### config.mk
export PLATFORM = sky130hd
export DESIGN_NAME = cv32e40x_instr_obi_adapter
export DESIGN_NICKNAME = d
export VERILOG_FILES = /design/src/rtl/cv32e40x_instr_obi_adapter.sv
export SDC_FILE = /design/constraint.sdc
export NUM_CORES = 1
export LEC_CHECK = 0
export CAP_MARGIN = 20
export CORE_ASPECT_RATIO = 0.8
export CORE_MARGIN = 2
export CORE_UTILIZATION = 39
export DETAILED_ROUTE_END_ITERATION = 6
export PLACE_DENSITY_LB_ADDON = 0.12
export SETUP_SLACK_MARGIN = 0.5
export SYNTH_ARGS = -nofsm -noshare
export SYNTH_HDL_FRONTEND = slang
export SYNTH_SLANG_ARGS = --single-unit
### constraint.sdc
create_clock -name clk -period 2.5 [get_ports clk]
set_clock_uncertainty 0.05 [all_clocks]
set_input_delay 0.5 -clock clk [delete_from_list [all_inputs] [get_ports clk]]
set_output_delay 0.5 -clock clk [all_outputs]
set_load 0.05 [all_outputs]
### src/rtl/cv32e40x_instr_obi_adapter.sv
// Prefetcher-to-OBI instruction bus adapter: holds address phase until gnt, tags and filters responses.
// Optional macro CV32E40X_FETCH_ADDR_ALIGN_EN forces word-aligned bus addresses.
module cv32e40x_instr_obi_adapter #(
  parameter int unsigned MAX_OUTSTANDING = 2
) (
  input  logic        clk,
  input  logic        rst,
  input  logic        trans_valid_i,
  output logic        trans_ready_o,
  input  logic [31:0] trans_addr_i,
  input  logic        trans_ptr_i,
  input  logic [1:0]  trans_priv_i,
  input  logic        kill_i,
  output logic        resp_valid_o,
  output logic [31:0] resp_rdata_o,
  output logic        resp_err_o,
  output logic        resp_ptr_o,
  output logic        busy_o,
  output logic        instr_req_o,
  input  logic        instr_gnt_i,
  output logic [31:0] instr_addr_o,
  output logic [2:0]  instr_prot_o,
  input  logic        instr_rvalid_i,
  input  logic [31:0] instr_rdata_i,
  input  logic        instr_err_i
);

  localparam int unsigned CW = $clog2(MAX_OUTSTANDING + 1);
  localparam int unsigned DW = CW + 1;

  typedef enum logic {TRANSPARENT = 1'b0, REGISTERED = 1'b1} state_e;

  state_e                     state_q;
  logic [CW-1:0]              cnt_q, cnt_d;
  logic [DW-1:0]              drop_q, drop_d;
  logic [31:0]                addr_q;
  logic [2:0]                 prot_q;
  logic                       ptr_q;
  logic [MAX_OUTSTANDING-1:0] fifo_q, fifo_d;

  logic [31:0]   transAddr;
  logic          isReg;
  logic          accept;
  logic          grant;
  logic          pushPtr;
  logic [CW-1:0] pushIdx;

`ifdef CV32E40X_FETCH_ADDR_ALIGN_EN
  assign transAddr = {trans_addr_i[31:2], 2'b00};
`else
  assign transAddr = trans_addr_i;
`endif

  assign isReg         = (state_q == REGISTERED);
  assign trans_ready_o = !isReg && !kill_i && (cnt_q < CW'(MAX_OUTSTANDING));
  assign accept        = trans_valid_i && trans_ready_o;
  assign instr_req_o   = isReg || accept;
  assign instr_addr_o  = isReg ? addr_q : transAddr;
  assign instr_prot_o  = isReg ? prot_q : {trans_priv_i, 1'b0};
  assign grant         = instr_req_o && instr_gnt_i;
  assign pushPtr       = isReg ? ptr_q : trans_ptr_i;

  assign resp_valid_o  = instr_rvalid_i && (drop_q == '0) && !kill_i;
  assign resp_rdata_o  = instr_rdata_i;
  assign resp_err_o    = instr_err_i;
  assign resp_ptr_o    = fifo_q[0];
  assign busy_o        = (cnt_q != '0) || isReg;

  // FIFO occupancy equals cnt_q, so the push slot is the current fill level after any pop.
  always_comb begin
    cnt_d   = cnt_q;
    fifo_d  = fifo_q;
    pushIdx = cnt_q - CW'(instr_rvalid_i);
    if (grant && !instr_rvalid_i) begin
      cnt_d = cnt_q + CW'(1);
    end else if (!grant && instr_rvalid_i && cnt_q != '0) begin
      cnt_d = cnt_q - CW'(1);
    end
    if (instr_rvalid_i) begin
      fifo_d = fifo_q >> 1;
    end
    if (grant) begin
      for (int i = 0; i < int'(MAX_OUTSTANDING); i++) begin
        if (pushIdx == CW'(i)) fifo_d[i] = pushPtr;
      end
    end
  end

  // A kill drops everything granted or about to be granted, less the response retiring now.
  always_comb begin
    drop_d = drop_q;
    if (kill_i) begin
      drop_d = {1'b0, cnt_q} + DW'(isReg);
      if (instr_rvalid_i && drop_d != '0) drop_d = drop_d - DW'(1);
    end else if (instr_rvalid_i && drop_q != '0) begin
      drop_d = drop_q - DW'(1);
    end
  end

  always_ff @(posedge clk or posedge rst) begin
    if (rst) begin
      state_q <= TRANSPARENT;
      cnt_q   <= '0;
      drop_q  <= '0;
      addr_q  <= '0;
      prot_q  <= '0;
      ptr_q   <= 1'b0;
      fifo_q  <= '0;
    end else begin
      cnt_q  <= cnt_d;
      drop_q <= drop_d;
      fifo_q <= fifo_d;
      case (state_q)
        TRANSPARENT: begin
          if (accept && !instr_gnt_i) begin
            state_q <= REGISTERED;
            addr_q  <= transAddr;
            prot_q  <= {trans_priv_i, 1'b0};
            ptr_q   <= trans_ptr_i;
          end
        end
        REGISTERED: begin
          if (instr_gnt_i) state_q <= TRANSPARENT;
        end
        default: state_q <= TRANSPARENT;
      endcase
    end
  end

  assert property (@(posedge clk) disable iff (rst) instr_rvalid_i |-> (cnt_q != '0));

  assert property (@(posedge clk) disable iff (rst)
    (isReg && !instr_gnt_i) |=> ($stable(instr_addr_o) && $stable(instr_prot_o)));

endmodule

[Yosys cells after proc, flatten, opt, wreduce, memory -nomap -nowiden]
Cells that the tools add are included.
Cells by class
  bitwise logic cells: 1
  equality and inequality tests: 1
  $add $sub $neg: 6
  $lt $le $gt $ge: 1
  reductions and logical operators: 27
  mux-type cells: 15
Operator list (count)
  32-bit two-way mux: 1
  1-bit logical AND: 12
  3-bit two-way mux: 4
  2-bit two-way mux: 4
  2-bit nonzero test: 3
  3-bit nonzero test: 2
  3-bit by 1-bit subtractor with 3-bit output, second input constant: 2
  1-bit zero test: 5
  1-bit two-way mux: 5
  2-bit by 1-bit adder with 3-bit output: 1
  3-bit zero test: 1
  2-bit by 1-bit adder with 2-bit output, second input constant: 1
  2-bit by 1-bit equality test with 1-bit output, second input constant: 1
  2-bit zero test: 1
  1-bit logical OR: 2
  2-bit < comparator, second input constant: 1
  1-bit case mux with 2 select lines: 1
  2-bit AND reduction: 1
  2-bit by 1-bit subtractor with 2-bit output: 1
  2-bit by 1-bit subtractor with 2-bit output, second input constant: 1
  1-bit inverter: 1
Storage, ports and cells
  word-level logic and storage cells: 58
  bits in registers: 43

[Depth between registers and ports, before layout]
Gate-level depths: netlist of run 1.
  depth in word-level cells: 11
  gate-level depth with buffers: 9
  depth with buffers taken out: 9

[Worst setup path after synthesis of run 1]
No wires, ideal clock.
  path kind: in2out
  start point: input port instr_rvalid_i
  end point: output port resp_valid_o
  setup slack: -0.096 ns
  required time: 1.950 ns
  arrival time: 2.046 ns
  cell stages on the path: 3
  path buffers: 1
  path through: clkbuf_1 -> inv_1 -> nor3_1
On the way
  word-level cells in the longest chain between the ends: 2
RTL lines
  from (decl): RTL line 23  | input logic instr_rvalid_i,
  1-bit logical AND (2 in series): RTL line 63  | assign resp_valid_o = instr_rvalid_i && (drop_q == '0) && !kill_i;
  to (decl): RTL line 14  | output logic resp_valid_o,
No other way between the ends.

[Worst setup path after layout of run 1]
  start point: register state_q, in the netlist isReg
  end point: output port busy_o
On the way
  word-level cells in the longest chain between the ends: 1
RTL lines
  from (decl): RTL line 33  | state_e state_q;
  from (signal assigned): RTL line 102  | state_q <= TRANSPARENT;
  from (signal assigned): RTL line 116  | state_q <= REGISTERED;
  from (signal assigned): RTL line 123  | if (instr_gnt_i) state_q <= TRANSPARENT;
  1-bit logical OR: RTL line 67  | assign busy_o = (cnt_q != '0) || isReg;
  to (decl): RTL line 18  | output logic busy_o,
No other way between the ends.

==> impl_metrics.toml, run 1 <==
[finish]
n_antenna_cell = 0
fill_cells = 571
area_growth_pct = 32.0
drive_gt1_share_pct = 51.1
layout.nets = 363

[hold_path]
hp-class = "input pin to async pin"

[sta]
rsz0062_at_grt = "yes"
timing.final.crit_share_pct = 82.5
setup_viol = 0
slew_headroom_pct = 67.9
tns_ns = 0
hold_viol_final = 0
worst_slack_ns = 0.438
fin_crit_ns = 2.06
tightest_slew_ns = 0.470
report.final.slew_viol_count = 0
fmax_ghz = 0.485

[route]
drtIter0Drc = 19
vias = 1839
vias_per_cell = 5.02
ant_nets = 0
first_pass_iters = 4
drc = 0
wl_um = 5340
wire_per_inst_um = 14.6

[run_status]
status = "finished, final reports clean"

[pwr]
leakagePower_nw = 1.50
switching_share_pct = 35.4
p_comb_share_pct = 41.0
clockPowerShare_pct = 18.7
p_per_area_nw_per_um2 = 652
max-vdd-ir-drop_mv = 0.329
seqPwrFrac_pct = 40.3
p_sw_mw = 0.805
intPower_mw = 1.47

[yosys]
async_flop_share_pct = 100
ys_types = 35
synthCells = 226
synthSimpleGateAreaFrac_pct = 5.54
synth_ff_type = "dfrtp_1"
synth_fa_ha_area_share_pct = 3.32
synth-edff-count = 0
synth_mux_area_share_pct = 31.3
synth_top_family_by_area = "multiplexers"
yosysWarnings = 0
synth.avg_cell_area_sq_um = 11.7
syn_area_sq_um = 2640
synth_compound_area_share_pct = 5.16
synth_xor_area_share_pct = 0.332
yosysSeqAreaShare_pct = 40.7
synth.net_count = 307
ys_ff_latch = 43

[floorplan]
initial_core_util_pct = 40.8
io_pins = 147
row_count = 26
die-height_um = 77.6
dieArea_sq_um = 7450
die_w_um = 96.0
fp.coreArea_sq_um = 6470

[setup_path]
startpoint = "isReg$_DFF_PP0_"
worstPathMaxFanout = 22
crit_arrival_ns = 1.51
worst_ep_required_time_ns = 1.95
criticalPathCategory = "flop to output port"
start_kind = "flop"
end_kind = "output port"
rr_startpoint = "isReg$_DFF_PP0_"

[clock_tree]
clk-insertion-delay-late_ns = 0.30
path_clk_slew_ns = 0.08
clkSinkCount = 43
htreeDepth = 2
numCtsBuffers = 5
cts_tree = "done"
cts-root-buf = "clkbuf_8"
cts_max_path_buffers = 2
post_cts_hold_buffer_count = 0

[placed_design]
place_ws_ns = 0.318
dp_hpwl_um = 3690
gp_congestion = 0.715
portBuffers = 79

[global_route]
grt_util_all_layers_pct = 14.2
grt_start_max_net_pins = 46
grt_antenna_before_repair = 0
grt-ovfl-total = 0
grt_pass1_vias = 1747
grt_pass1_wl_um = 8180

[flow_run]
maxCapViolCount = 0
-- power groups by stage --
stage	sequential (mW)	combinational (mW)	clock (mW)
2_1_floorplan	0.912	0.767	0
3_3_place_gp	0.923	0.868	0
3_5_place_dp	0.928	0.876	0
4_1_cts	0.914	0.902	0.446
5_1_grt	0.935	1.00	0.475
6_report	0.916	0.931	0.426
-- critical path, stage by stage (launching register included) --
cell       delay (ns)
dfrtp_2          0.46
clkbuf_16        0.22
or3_4            0.39
buf_12           0.16
-- placed cells by master (no fill, tap or decap), types with 3 or more instances in the layout --
| master | instances |
|---|---|
| buf_12 | 5 |
| dlygate4sd2_1 | 3 |
| dfrtp_1 | 41 |
| o21ai_0 | 4 |
| nand2_1 | 5 |
| clkdlybuf4s50_1 | 37 |
| inv_1 | 5 |
| mux2i_1 | 5 |
| buf_4 | 47 |
| ha_1 | 4 |
| nor2_1 | 3 |
| inv_2 | 3 |
| mux2_2 | 67 |
| a21oi_1 | 5 |
| clkbuf_8 | 5 |
-- sequential cells by signal, indices dropped and copies added, names as in the netlist --
| signal | cells |
|---|---|
| ptr_q | 1 |
| cnt_q | 2 |
| fifo_q | 2 |
| isReg | 1 |
| drop_q | 3 |
| prot_q | 2 |
| addr_q | 32 |
-- stage by stage --
| stage | total power, mW | cell area [sq um] | cells | util (%) | hold WS, ns |
|---|---|---|---|---|---|
| 2_1_floorplan | 1.68 | 2660 | 226 | - | 0.402 |
| 3_3_place_gp | 1.79 | 3260 | 354 | 50.4 | 0.415 |
| 3_5_place_dp | 1.80 | 3260 | 354 | 50.4 | 0.424 |
| 4_1_cts | 2.26 | 3420 | 365 | 52.8 | 0.424 |
| 5_1_grt | 2.41 | 3490 | 366 | 53.9 | 0.445 |
| 6_report | 2.27 | 3490 | 366 | 53.9 | 0.422 |
-- cell usage after synthesis, drive strengths merged, types with 2 or more instances --
| cell | number | area, sq um |
|---|---|---|
| a21o | 2 | 15.0 |
| a21oi | 5 | 25.0 |
| buf | 39 | 299 |
| clkbuf | 7 | 26.3 |
| dfrtp | 43 | 1080 |
| ha | 7 | 87.6 |
| inv | 8 | 30.0 |
| mux2 | 69 | 777 |
| mux2i | 5 | 50.1 |
| nand2 | 5 | 18.8 |
| nand2b | 3 | 18.8 |
| nand3 | 2 | 10.0 |
| nor2 | 3 | 11.3 |
| nor2b | 3 | 18.8 |
| nor3 | 4 | 20.0 |
| o21ai | 4 | 20.0 |
| o22ai | 2 | 12.5 |
-- per-layer routing --
layer	vias to the layer above	global-route usage [%]	routed length, um
li1	875	-	-
met1	885	18.4	2440
met2	61	20.6	2320
met3	18	6.12	485
met4	0	6.00	93
met5	-	0	0
-- what timing repair did --
action | in CTS | in global routing
setup buffers | 4 | 0
gates cloned | 0 | 1
resized for setup | 14 | 11
endpoints found under the setup margin | 41 | 40
pin swaps | 2 | 3
-- path summary, 6_finish.rpt --
| check | endpoint | slack (ns) | cells past startpoint |
|---|---|---|---|
| max in group asynchronous | fifo_q[1]$_DFF_PP0_ | 1.44 | 3 |
| setup / recovery | busy_o | 0.44 | 3 |
| hold / removal | addr_q[12]$_DFFE_PP0P_ | 0.42 | 2 |
| min in group clk | addr_q[27]$_DFFE_PP0P_ | 0.44 | 1 |
| hold reg to reg | addr_q[27]$_DFFE_PP0P_ | 0.44 | 1 |
| setup reg to reg | drop_q[1]$_DFFE_PP0P_ | 0.61 | 8 |
-- layout make-up --
class	instances	area [sq um]	area share, %
clock buffer	5	68.8	1.97
clock inverter	2	13.8	0.395
inverter	8	30.0	0.861
multi-input combinational	129	1290	37.1
sequential	43	1080	30.9
tap	84	105	3.01
timing repair buffer	95	898	25.8
-- cell families after synthesis --
| kind of cell | Yosys count |
|---|---|
| mux | 74 |
| buf+inv | 54 |
| flops | 43 |
| simple gates | 25 |
| compound gates | 21 |
| fa+ha+maj | 7 |
| other cells | 1 |
| xor+xnor | 1 |
Note: power is estimated with default switching activity, not from simulation.
==> run 2, diff against run 1 <==
Clock period 2.5 ns to 1.9 ns, I/O delays scaled along.
==> impl_metrics.toml, run 2 (synthesized netlist as in run 1, its figures left out) <==
[sta]
fmax_ghz = 0.508
setup_viol = 48
timing.final.crit_share_pct = 104
hold_viol_final = 0
worst_slack_ns = -0.0673
holdWs_ns = 0.372
report.final.slew_viol_count = 0
fin_crit_ns = 1.97
rsz0062_at_grt = "yes"

[finish]
reg_top3 = "addr_q x32, drop_q x3"
final_common_cell = "mux2_4"
layout.nets = 380
utilization_pct = 65.8
area_growth_pct = 61.3
largest-register = "addr_q"
fin_cells = 384
final_cell_mix = "56 x mux2_4, 41 x dfrtp_1, 36 x clkdlybuf4s50_1, 21 x buf_6, 18 x buf_4"
drive_gt1_share_pct = 58.0
largest_register_ffs = 32
n_antenna_cell = 0

[placed_design]
place_inst = 358
gp_congestion = 0.776
portBuffers = 79
dp_hpwl_um = 3970

[clock_tree]
cts_tree = "done"
path_clk_slew_ns = 0.09
clkSinkCount = 43
clk-insertion-delay-late_ns = 0.30
numCtsBuffers = 5
cts_max_path_buffers = 2
cts-root-buf = "clkbuf_8"
htreeDepth = 2
post_cts_hold_buffer_count = 0

[flow_run]
maxCapViolCount = 0

[floorplan]
dieArea_sq_um = 7450
initial_core_util_pct = 40.8
fp.coreArea_sq_um = 6470
row_count = 26
die_w_um = 96.0
die-height_um = 77.6
io_pins = 147

[route]
drc = 0
vias = 1933
ant_nets = 0
wl_um = 6610
vias_per_cell = 5.03
wire_per_inst_um = 17.2
first_pass_iters = 4
drtIter0Drc = 24

[setup_path]
worst_ep_required_time_ns = 1.47
end_kind = "output port"
r2r_cells = 6
r2r-end = "addr_q[17]$_DFFE_PP0P_"
start_kind = "flop"
criticalPathCategory = "flop to output port"
crit_arrival_ns = 1.54
r2r_setup_slack_ns = -0.03
rr_startpoint = "isReg$_DFF_PP0_"
worstPathMaxFanout = 7

[run_status]
violations = "setup timing"
status = "finished, violations left"

[pwr]
leakagePower_nw = 1.89
max-vdd-ir-drop_mv = 0.412
p_per_area_nw_per_um2 = 803

[global_route]
grt_pass1_vias = 2010
grt_start_max_net_pins = 32
grt-ovfl-total = 0
grt_pass1_wl_um = 10100
grt_util_all_layers_pct = 17.6
grt_antenna_before_repair = 0

[hold_path]
hp-class = "input pin to async pin"
## run 2: what timing repair did
action	CTS	global route
gates resized for setup	86	13
pin swaps	4	1
endpoints found under the setup margin	80	80
setup buffers	10	0
gates cloned	4	4
## run 2: report_power, final
part / leakage [nW] / switching, mW / internal (mW)
clock network: 0.0412 / 0.316 / 0.257
registers: 0.517 / 0.115 / 1.11
logic: 1.33 / 0.749 / 0.873
## run 2: cell type report
| class | count | area, sq um |
|---|---|---|
| Inverter | 8 | 38.8 |
| Multi-Input combinational cell | 129 | 1570 |
| Fill cell | 491 | 2210 |
| Tap cell | 84 | 105 |
| Clock buffer | 6 | 72.6 |
| Timing Repair Buffer | 112 | 1390 |
| Sequential cell | 43 | 1080 |
| Clock inverter | 2 | 12.5 |
## run 2: through the flow
| stage | TNS, ns | area (sq um) | worst slack [ns] | total power [mW] |
|---|---|---|---|---|
| 5_1_grt | -3.92 | 4260 | -0.110 | 3.60 |
| 3_3_place_gp | -4.77 | 3600 | -0.139 | 2.52 |
| 3_5_place_dp | -5.30 | 3600 | -0.165 | 2.55 |
| 4_1_cts | -0.610 | 4130 | -0.0759 | 3.40 |
| 6_report | -1.10 | 4260 | -0.0673 | 3.42 |
| 2_1_floorplan | 0 | 2960 | 0.183 | 2.35 |
## run 2: worst max-delay path by stage
stage	from	to	slack, ns	cells after the start
2_1_floorplan	cnt_q[0]$_DFFE_PP0P_	drop_q[1]$_DFFE_PP0P_	0.18	8
3_3_place_gp	kill_i	addr_q[17]$_DFFE_PP0P_	-0.14	5
3_5_place_dp	kill_i	addr_q[25]$_DFFE_PP0P_	-0.17	5
4_1_cts	isReg$_DFF_PP0_	instr_addr_o[23]	-0.08	3
5_1_grt	isReg$_DFF_PP0_	busy_o	-0.11	3
6_report	isReg$_DFF_PP0_	busy_o	-0.07	3
## run 2: layer usage
layer  GRT usage, %  part of all wire (%)  vias to the layer above
met5              0                     0                        -
met4           8.57                   2.4                        0
met3           4.27                   6.6                       27
met2           25.8                    43                       64
met1           24.3                    48                      936
li1               -                     -                      906
## run 2: critical path, stage by stage, from the launching register on
cell       delay [ns]
dfrtp_2          0.50
clkbuf_16        0.21
or3_4            0.37
buf_8            0.16
